==> src/rtl/store_merge_unit_if.sv <==
// Store-merge request/DM bus bundle. The requester/DM side uses master; the merge unit uses slave.
interface store_merge_unit_if #(parameter int ADDR_W = 10);
  logic              req_valid;
  logic              req_ready;
  logic [31:0]       req_addr;
  logic [31:0]       req_wdata;
  logic [1:0]        req_size;
  logic [ADDR_W-1:0] mem_addr;
  logic              mem_rd_en;
  logic [31:0]       mem_rdata;
  logic              mem_wr_en;
  logic [31:0]       mem_wdata;
  logic              done;
  logic              err;

  modport master (
    output req_valid, req_addr, req_wdata, req_size, mem_rdata,
    input  req_ready, mem_addr, mem_rd_en, mem_wr_en, mem_wdata, done, err
  );

  modport slave (
    input  req_valid, req_addr, req_wdata, req_size, mem_rdata,
    output req_ready, mem_addr, mem_rd_en, mem_wr_en, mem_wdata, done, err
  );
endinterface

==> src/rtl/store_merge_unit.sv <==
// Sub-word store merge into word-wide DM via read-modify-write, one store in flight.
// Optional STORE_ALIGN_CHK_EN: reject misaligned / reserved-size stores through the ERR state.
module store_merge_unit #(
  parameter int ADDR_W = 10
) (
  input logic             clk,
  input logic             reset,
  store_merge_unit_if.slave bus
);
  typedef enum logic [2:0] {IDLE, READ, MERGE, WRITE, ERR} state_e;

  state_e            state_q, state_d;
  logic [ADDR_W+1:0] addr_q, addr_d;
  logic [1:0]        size_q, size_d;
  logic [15:0]       data_q, data_d;
  logic [31:0]       word_q, word_d;
  logic              sub_word, misalign;
  logic              unused_addr;

  // Byte address bits above the DM range are deliberately ignored.
  assign unused_addr = ^bus.req_addr[31:ADDR_W+2];

  assign sub_word = (bus.req_size == 2'b01) || (bus.req_size == 2'b10);

`ifdef STORE_ALIGN_CHK_EN
  assign misalign = (bus.req_size == 2'b11) ||
                    ((bus.req_size == 2'b01) && bus.req_addr[0]) ||
                    ((bus.req_size == 2'b00) && (bus.req_addr[1:0] != 2'b00));
`else
  assign misalign = 1'b0;
`endif

  function automatic logic [31:0] merge_word(input logic [31:0] old, input logic [1:0] off,
                                             input logic [1:0] sz, input logic [15:0] wd);
    logic [31:0] r;
    r = old;
    if (sz == 2'b10) begin
      case (off)
        2'd0:    r[7:0]   = wd[7:0];
        2'd1:    r[15:8]  = wd[7:0];
        2'd2:    r[23:16] = wd[7:0];
        default: r[31:24] = wd[7:0];
      endcase
    end else if (off[1]) begin
      r[31:16] = wd;
    end else begin
      r[15:0] = wd;
    end
    return r;
  endfunction

  always_comb begin
    state_d = state_q;
    addr_d  = addr_q;
    size_d  = size_q;
    data_d  = data_q;
    word_d  = word_q;
    case (state_q)
      IDLE: if (bus.req_valid) begin
        addr_d = bus.req_addr[ADDR_W+1:0];
        size_d = bus.req_size;
        data_d = bus.req_wdata[15:0];
        word_d = bus.req_wdata;
        if (misalign)      state_d = ERR;
        else if (sub_word) state_d = READ;
        else               state_d = WRITE;
      end
      READ:  state_d = MERGE;
      // mem_rdata is valid here: DM answers the cycle after mem_rd_en.
      MERGE: begin
        word_d  = merge_word(bus.mem_rdata, addr_q[1:0], size_q, data_q);
        state_d = WRITE;
      end
      WRITE:   state_d = IDLE;
      ERR:     state_d = IDLE;
      default: state_d = IDLE;
    endcase
  end

  always_ff @(posedge clk) begin
    if (reset) begin
      state_q <= IDLE;
      addr_q  <= '0;
      size_q  <= '0;
      data_q  <= '0;
      word_q  <= '0;
    end else begin
      state_q <= state_d;
      addr_q  <= addr_d;
      size_q  <= size_d;
      data_q  <= data_d;
      word_q  <= word_d;
    end
  end

  assign bus.req_ready = (state_q == IDLE);
  assign bus.mem_addr  = addr_q[ADDR_W+1:2];
  assign bus.mem_rd_en = (state_q == READ);
  assign bus.mem_wr_en = (state_q == WRITE);
  assign bus.done      = (state_q == WRITE);
  assign bus.mem_wdata = word_q;
`ifdef STORE_ALIGN_CHK_EN
  assign bus.err       = (state_q == ERR);
`else
  assign bus.err       = 1'b0;
`endif
endmodule

==> src/flat_wrapper.sv <==
// flat-port wrapper written by rule: the top's interface ports become plain ports
module store_merge_unit_flat 
#(
  parameter int ADDR_W = 10
)
  (clk, reset, bus_req_valid, bus_req_addr, bus_req_wdata, bus_req_size, bus_mem_rdata, bus_req_ready, bus_mem_addr, bus_mem_rd_en, bus_mem_wr_en, bus_mem_wdata, bus_done, bus_err);
  store_merge_unit_if #(.ADDR_W(ADDR_W)) bus_i ();
  input logic clk;
  input logic reset;
  input wire logic [$bits(bus_i.req_valid)-1:0] bus_req_valid;
  input wire logic [$bits(bus_i.req_addr)-1:0] bus_req_addr;
  input wire logic [$bits(bus_i.req_wdata)-1:0] bus_req_wdata;
  input wire logic [$bits(bus_i.req_size)-1:0] bus_req_size;
  input wire logic [$bits(bus_i.mem_rdata)-1:0] bus_mem_rdata;
  output wire logic [$bits(bus_i.req_ready)-1:0] bus_req_ready;
  output wire logic [$bits(bus_i.mem_addr)-1:0] bus_mem_addr;
  output wire logic [$bits(bus_i.mem_rd_en)-1:0] bus_mem_rd_en;
  output wire logic [$bits(bus_i.mem_wr_en)-1:0] bus_mem_wr_en;
  output wire logic [$bits(bus_i.mem_wdata)-1:0] bus_mem_wdata;
  output wire logic [$bits(bus_i.done)-1:0] bus_done;
  output wire logic [$bits(bus_i.err)-1:0] bus_err;
  assign bus_i.req_valid = bus_req_valid;
  assign bus_i.req_addr = bus_req_addr;
  assign bus_i.req_wdata = bus_req_wdata;
  assign bus_i.req_size = bus_req_size;
  assign bus_i.mem_rdata = bus_mem_rdata;
  assign bus_req_ready = bus_i.req_ready;
  assign bus_mem_addr = bus_i.mem_addr;
  assign bus_mem_rd_en = bus_i.mem_rd_en;
  assign bus_mem_wr_en = bus_i.mem_wr_en;
  assign bus_mem_wdata = bus_i.mem_wdata;
  assign bus_done = bus_i.done;
  assign bus_err = bus_i.err;
  store_merge_unit #(.ADDR_W(ADDR_W)) u_core (.clk(clk), .reset(reset), .bus(bus_i));
endmodule
==> config.mk <==
export PLATFORM = sky130hd
export DESIGN_NAME = store_merge_unit_flat
export DESIGN_NICKNAME = d
export VERILOG_FILES = /design/src/rtl/store_merge_unit_if.sv /design/src/rtl/store_merge_unit.sv /design/src/flat_wrapper.sv
export SDC_FILE = /design/constraint.sdc
export NUM_CORES = 1
export LEC_CHECK = 0
export BUFFER_PORTS_ARGS = -buffer_cell sky130_fd_sc_hd__clkbuf_2
export CAP_MARGIN = 25
export CORE_AREA = 2 2 70 123
export CTS_CLUSTER_SIZE = 8
export DETAILED_ROUTE_END_ITERATION = 7
export DIE_AREA = 0 0 72 125
export GPL_TIMING_DRIVEN = 0
export MAX_ROUTING_LAYER = met4
export PLACE_DENSITY = 0.83
export SLEW_MARGIN = 20
export SYNTH_ARGS = -nofsm -noshare
export SYNTH_HDL_FRONTEND = slang
export SYNTH_SLANG_ARGS = --single-unit
export TNS_END_PERCENT = 20
==> constraint.sdc <==
create_clock -name clk -period 1.71 [get_ports clk]
set_input_delay 0.0855 -clock clk [delete_from_list [all_inputs] [get_ports clk]]
set_output_delay 0.0855 -clock clk [all_outputs]
set_load 0.03 [all_outputs]
==> flow_summary.json, run 1 <==
{
  "yosys.area.top_type": "dfxtp_1",
  "vias": 3655,
  "rr_worst_depth": 7,
  "first_global_vias": 3615,
  "drt_iter0_drc": 281,
  "cts_root_buffer": "clkbuf_16",
  "drc_errors": 0,
  "viasPerCell": 5.79,
  "clkLatencyLatePin_ns": 0.33,
  "hold_violations": 1,
  "cts_tree": "done",
  "power_w": 0.00832,
  "grt_max_degree": 11,
  "swShare": 0.427,
  "power.leakage_nw": 2.12,
  "cp-end-kind": "register",
  "yosysWarnings": 0,
  "period_minus_slack_ns": 1.67,
  "yosys.area.top_type_share": 0.380,
  "n_antenna_cell": 0,
  "syn2layout_area_growth_pct": 43.9,
  "clk_path_buf_depth": 2,
  "worstReg2RegStart": "u_core.state_q[1]",
  "hp-class": "input port to register",
  "pwr_density_cell_nw_per_um2": 1720,
  "syn_inst": 375,
  "clk_pin_slew_worst_paths_ns": 0.05,
  "fp.dieArea_um2": 9000,
  "rrSetupSlack_ns": 0.04,
  "grt_pass1_wl_um": 17800,
  "slew_headroom": 0.561,
  "combPwrFrac": 0.496,
  "h-tree-depth": 3,
  "gp_congestion": 0.936,
  "rsz0062_at_grt": "yes",
  "cts.sinks": 64,
  "grt_overflow": 0,
  "rows": 44,
  "die_w_um": 72,
  "numPortBuffers": 126,
  "die_y_um": 125,
  "fin_setup_tns_ns": 0,
  "setup.worst_path.class": "register to register",
  "hold_path_depth": 3,
  "io-pin-count": 148,
  "dr.pass1.iters": 5,
  "fin_area_um2": 4850,
  "post-place-cells": 593,
  "ant_nets": 0,
  "p_clk_frac": 0.218,
  "avgSynthCellArea_um2": 8.99,
  "violations": "negative hold slack",
  "arrival_ns": 1.88,
  "placed_area_um2": 4120,
  "power_switching_w": 0.00355,
  "drive_gt1_frac": 0.445,
  "drv_slew": 0,
  "setup_violations": 0,
  "p_int_w": 0.00477,
  "layout.cells.non_filler": 631,
  "grt_usage": 0.264,
  "fin_util": 0.599,
  "cp_max_fo": 10,
  "outcome": "finished with violations",
  "crit_path_end": "u_core.bus.mem_wdata[9]",
  "fin_crit_sh": 0.976,
  "fin_skew_ns": 0.00784,
  "synth-seq-area-share": 0.380,
  "worstMarginPinSlew_ns": 0.659,
  "critPathLaunch": "u_core.state_q[1]",
  "synthTopCellsByArea": "dfxtp_1 (38%), o221ai_1 (8.3%), nand2_1 (6.8%)",
  "drv_cap": 0,
  "critPathRequiredTime_ns": 1.93,
  "synth_area_um2": 3370,
  "wire_per_inst_um": 18.5,
  "p_seq_frac": 0.286,
  "start_util": 0.416,
  "yosys.cell_types.count": 34,
  "cts_made_buffers": 9,
  "fmax_mhz": 599,
  "start_kind": "register",
  "holdCritStartpoint": "bus_req_size[0]",
  "dp_hpwl_um": 8280,
  "worst_r2r_endpoint": "u_core.bus.mem_wdata[9]",
  "synthesis.nets": 481,
  "synth_seq_cells": 64,
  "antenna_found_initial": 0,
  "wl_um": 11700,
  "core_area_um2": 8090,
  "whs_ns": -0.000170,
  "nets": 641,
  "ir_worst_vdd_mv": 0.892
}
-- sequential cells by signal, indices dropped and copies added (netlist names) --
register / cells
u_core.addr_q: 12
u_core.bus.mem_wdata: 32
u_core.data_q: 16
u_core.size_q: 2
u_core.state_q: 2
-- Yosys cell counts, drive strengths merged --
cell	n
dfxtp	64
nand2	62
o221ai	32
a21oi	30
buf	30
clkbuf	18
a211oi	17
mux2	17
a31oi	16
mux2i	16
nand3	16
nor4b	16
o21ai	16
ha	5
inv	4
and2	2
and3b	2
nand3b	2
nor2	2
nor2b	2
a21boi	1
and2b	1
conb	1
nand2b	1
o221a	1
xor2	1
-- cells by family (layout without fill, tap and decap cells) --
kind of cell    count (synthesis)  count (layout)  share of synthesized area
flops                          64              64                      0.380
fa+ha+maj                       5               5                     0.0186
other cells                     1               1                    0.00111
buf+inv                        52             216                     0.0913
mux                            33              33                      0.105
xor+xnor                        1               1                    0.00260
simple gates                  106             106                      0.161
compound gates                113             113                      0.240
-- per-stage QoR --
stage	worst slack (ns)	hold slack (ns)
2_1_floorplan	0.0329	0.158
3_3_place_gp	-0.150	0.309
3_5_place_dp	-0.206	0.318
4_1_cts	-0.00806	0.0000540
5_1_grt	-0.0227	0.0123
6_report	0.0418	-0.000170
-- timing repair --
action | in CTS | in global routing
endpoints found under the hold margin | 18 | 0
buffers inserted | 4 | 0
resized for setup | 31 | 26
pin swaps | 0 | 3
cloned | 1 | 0
endpoints found under the setup margin | 30 | 53
hold buffers | 18 | 0
-- placed cells by master (no fill, tap or decap), types with 10 or more instances in the layout --
cell type,instances
nand3_1,16
o221ai_2,15
dfxtp_1,62
a21oi_1,30
mux2_2,16
mux2i_1,16
a211oi_2,10
o21ai_0,16
nand2_1,61
dlygate4sd3_1,18
clkbuf_2,133
buf_4,16
clkbuf_1,13
buf_6,14
o221ai_1,17
a31oi_1,16
-- power groups by stage --
stage	sequential, W	clock, W	combinational [W]
after floorplan	0.00289	0	0.00197
after detailed placement	0.00235	0	0.00358
after global routing	0.00242	0.00189	0.00437
final	0.00238	0.00181	0.00412
after global placement	0.00233	0	0.00352
after CTS	0.00234	0.00181	0.00393
-- critical path, stage by stage, from the launching register on --
cell and delay, ns:
dfxtp_2 0.36, inv_1 0.07, ha_2 0.23, and2b_4 0.19
buf_6 0.14, buf_6 0.16, nor4b_2 0.33, a211oi_2 0.06
-- cell type report --
type | count | area (um2)
clock inverters | 3 | 42.5
inverters | 4 | 15.0
clock buffers | 12 | 246
repair buffers | 149 | 856
plain buffers | 48 | 344
flip-flops and latches | 64 | 1280
fillers | 699 | 3240
well taps | 92 | 115
multi-input cells | 259 | 1950
-- routing by layer --
metal	share of wire	vias to the layer above	wire [um]	track usage
met4	0.035	0	409	0.124
met2	0.54	183	6300	0.467
met3	0.063	38	737	0.0338
li1	-	1708	-	-
met1	0.36	1726	4250	0.284
met5	0	-	0	-
-- how the worst min path moves through the flow --
| stage | to | slack (ns) |
|---|---|---|
| after detailed placement | u_core.addr_q[7] | 0.32 |
| after floorplan | u_core.state_q[0] | 0.16 |
| final | u_core.size_q[0] | -0.0002 |
| after global placement | u_core.addr_q[6] | 0.31 |
| after CTS | u_core.size_q[0] | 0.00005 |
| after global routing | u_core.data_q[8] | 0.01 |
(Power assumes the default switching activity.)
==> run 2, diff against run 1 <==
--- a/config.mk
+++ b/config.mk
@@ -13,7 +13,7 @@
 export DIE_AREA = 0 0 72 125
 export GPL_TIMING_DRIVEN = 0
 export MAX_ROUTING_LAYER = met4
-export PLACE_DENSITY = 0.83
+export PLACE_DENSITY = 0.79
 export SLEW_MARGIN = 20
 export SYNTH_ARGS = -nofsm -noshare
 export SYNTH_HDL_FRONTEND = slang
==> flow_summary.json, run 2 (synthesized netlist as in run 1, its figures left out) <==
{
  "vias": 3750,
  "cts_tree": "done",
  "start_kind": "register",
  "slowest_delay_ns": 0.36,
  "whs_endpoint": "u_core.data_q[8]",
  "die_y_um": 125,
  "dr.pass1.iters": 5,
  "worst_r2r_endpoint": "u_core.bus.mem_wdata[2]",
  "fin_util": 0.595,
  "fp.dieArea_um2": 9000,
  "grt_max_degree": 12,
  "pwr_density_cell_nw_per_um2": 1710,
  "cts_root_buffer": "clkbuf_16",
  "rsz0062_at_grt": "yes",
  "worst_slack_ns": 0.00250,
  "setup_violations": 0,
  "viasPerCell": 5.93,
  "h-tree-depth": 3,
  "drv_cap": 0,
  "placed_area_um2": 4120,
  "clkLatencyLatePin_ns": 0.34,
  "grt_usage": 0.274,
  "antenna_found_initial": 0,
  "clk_path_buf_depth": 2,
  "fin_skew_ns": 0.00531,
  "slew_headroom": 0.550,
  "drv_slew": 0,
  "cp_max_fo": 10,
  "drt_iter0_drc": 248,
  "cp-end-kind": "register",
  "critPathRequiredTime_ns": 1.92,
  "drc_errors": 0,
  "rows": 44,
  "arrival_ns": 1.92,
  "gp_congestion": 0.922,
  "cts.sinks": 64,
  "grt_pass1_wl_um": 18600,
  "ir_worst_vdd_mv": 0.804,
  "power.leakage_nw": 2.12,
  "worstMarginPinSlew_ns": 0.675,
  "fin_area_um2": 4820,
  "fmax_mhz": 586,
  "first_global_vias": 3834,
  "cp_slowest_cell": "dfxtp_4",
  "combPwrFrac": 0.486,
  "largest_reg_flops": 32,
  "power_switching_w": 0.00356,
  "rr_worst_depth": 7,
  "hp-class": "input port to register",
  "drive_gt1_frac": 0.437,
  "layout_common_cells": "clkbuf_2 (133), dfxtp_1 (62), nand2_1 (61)",
  "clk_pin_slew_worst_paths_ns": 0.06,
  "n_antenna_cell": 0,
  "p_clk_frac": 0.227,
  "p_seq_frac": 0.287,
  "pre_cts_slack_ns": -0.186,
  "wire_per_inst_um": 18.5,
  "layout_commonest_cell": "clkbuf_2",
  "dp_hpwl_um": 8350,
  "nets": 641,
  "p_int_w": 0.00469,
  "grt_overflow": 0,
  "outcome": "complete, no violations",
  "swShare": 0.432,
  "whs_ns": 0.00144,
  "fin_crit_sh": 0.999,
  "period_minus_slack_ns": 1.71,
  "ant_nets": 0,
  "holdCritStartpoint": "bus_req_wdata[8]",
  "io-pin-count": 148,
  "numPortBuffers": 126,
  "wl_um": 11700,
  "cts_made_buffers": 9,
  "hold_violations": 0,
  "rrSetupSlack_ns": 0.003,
  "worstReg2RegStart": "u_core.state_q[0]",
  "start_util": 0.416,
  "setup.worst_path.class": "register to register",
  "die_w_um": 72,
  "path_cells": "inv_2 > ha_2 > buf_6 > nand3b_1 > buf_4 > o221ai_1 > a31oi_1",
  "syn2layout_area_growth_pct": 42.9,
  "hold_path_depth": 3,
  "core_area_um2": 8090
}
[run 2: per-stage QoR]
stage          power, W  TNS [ns]  instances
2_1_floorplan   0.00486         0        375
3_5_place_dp    0.00594     -3.86        593
4_1_cts         0.00812         0        630
6_report        0.00824         0        632
5_1_grt         0.00859    -0.845        632
3_3_place_gp    0.00586     -3.52        593
[run 2: what timing repair did]
item / 4_1_cts / 5_1_grt
resized for setup: 35 / 10
endpoints found under the hold margin: 20 / 0
setup endpoints to repair: 31 / 51
gates cloned: 0 / 1
setup buffers: 1 / 1
hold buffers: 20 / 0
pin swaps: 0 / 2
[run 2: final cells by class]
cell class	count	area, um2
Fill cell	700	3280
Timing Repair Buffer	149	853
Buffer	48	327
Clock buffer	11	243
Clock inverter	5	56.3
Tap cell	92	115
Multi-Input combinational cell	259	1920
Sequential cell	64	1290
Inverter	4	15.0
[run 2: worst max-delay path by stage]
| stage | from | to | slack [ns] |
|---|---|---|---|
| detailed placement | u_core.state_q[0] | u_core.bus.mem_wdata[10] | -0.19 |
| global route | u_core.state_q[0] | u_core.bus.mem_wdata[26] | -0.06 |
| finish | u_core.state_q[0] | u_core.bus.mem_wdata[2] | 0.003 |
| global placement | u_core.state_q[0] | u_core.bus.mem_wdata[9] | -0.16 |
| CTS | u_core.state_q[0] | u_core.data_q[10] | 0.008 |
| floorplan | u_core.state_q[0] | u_core.bus.mem_wdata[10] | 0.03 |
[run 2: critical path, delay by kind of cell, from the launching register on]
kind | cells | cell delay (ns)
buf+inv | 3 | 0.45
flops | 1 | 0.36
simple gates | 1 | 0.30
compound gates | 2 | 0.27
fa+ha+maj | 1 | 0.20
[run 2: layer usage]
metal	global-route usage	vias to the layer above	part of all wire	routed length (um)
met5	-	-	0	0
met4	0.153	0	0.041	476
met3	0.0475	46	0.071	833
met2	0.464	215	0.51	6010
met1	0.296	1784	0.37	4380
li1	-	1705	-	-
[run 2: power groups by stage]
stage               logic (W)  clock network, W  registers (W)
detailed placement    0.00359                 0        0.00235
CTS                   0.00391           0.00187        0.00234
finish                0.00401           0.00187        0.00237
floorplan             0.00197                 0        0.00289
global placement      0.00353                 0        0.00233
global route          0.00426           0.00192        0.00241
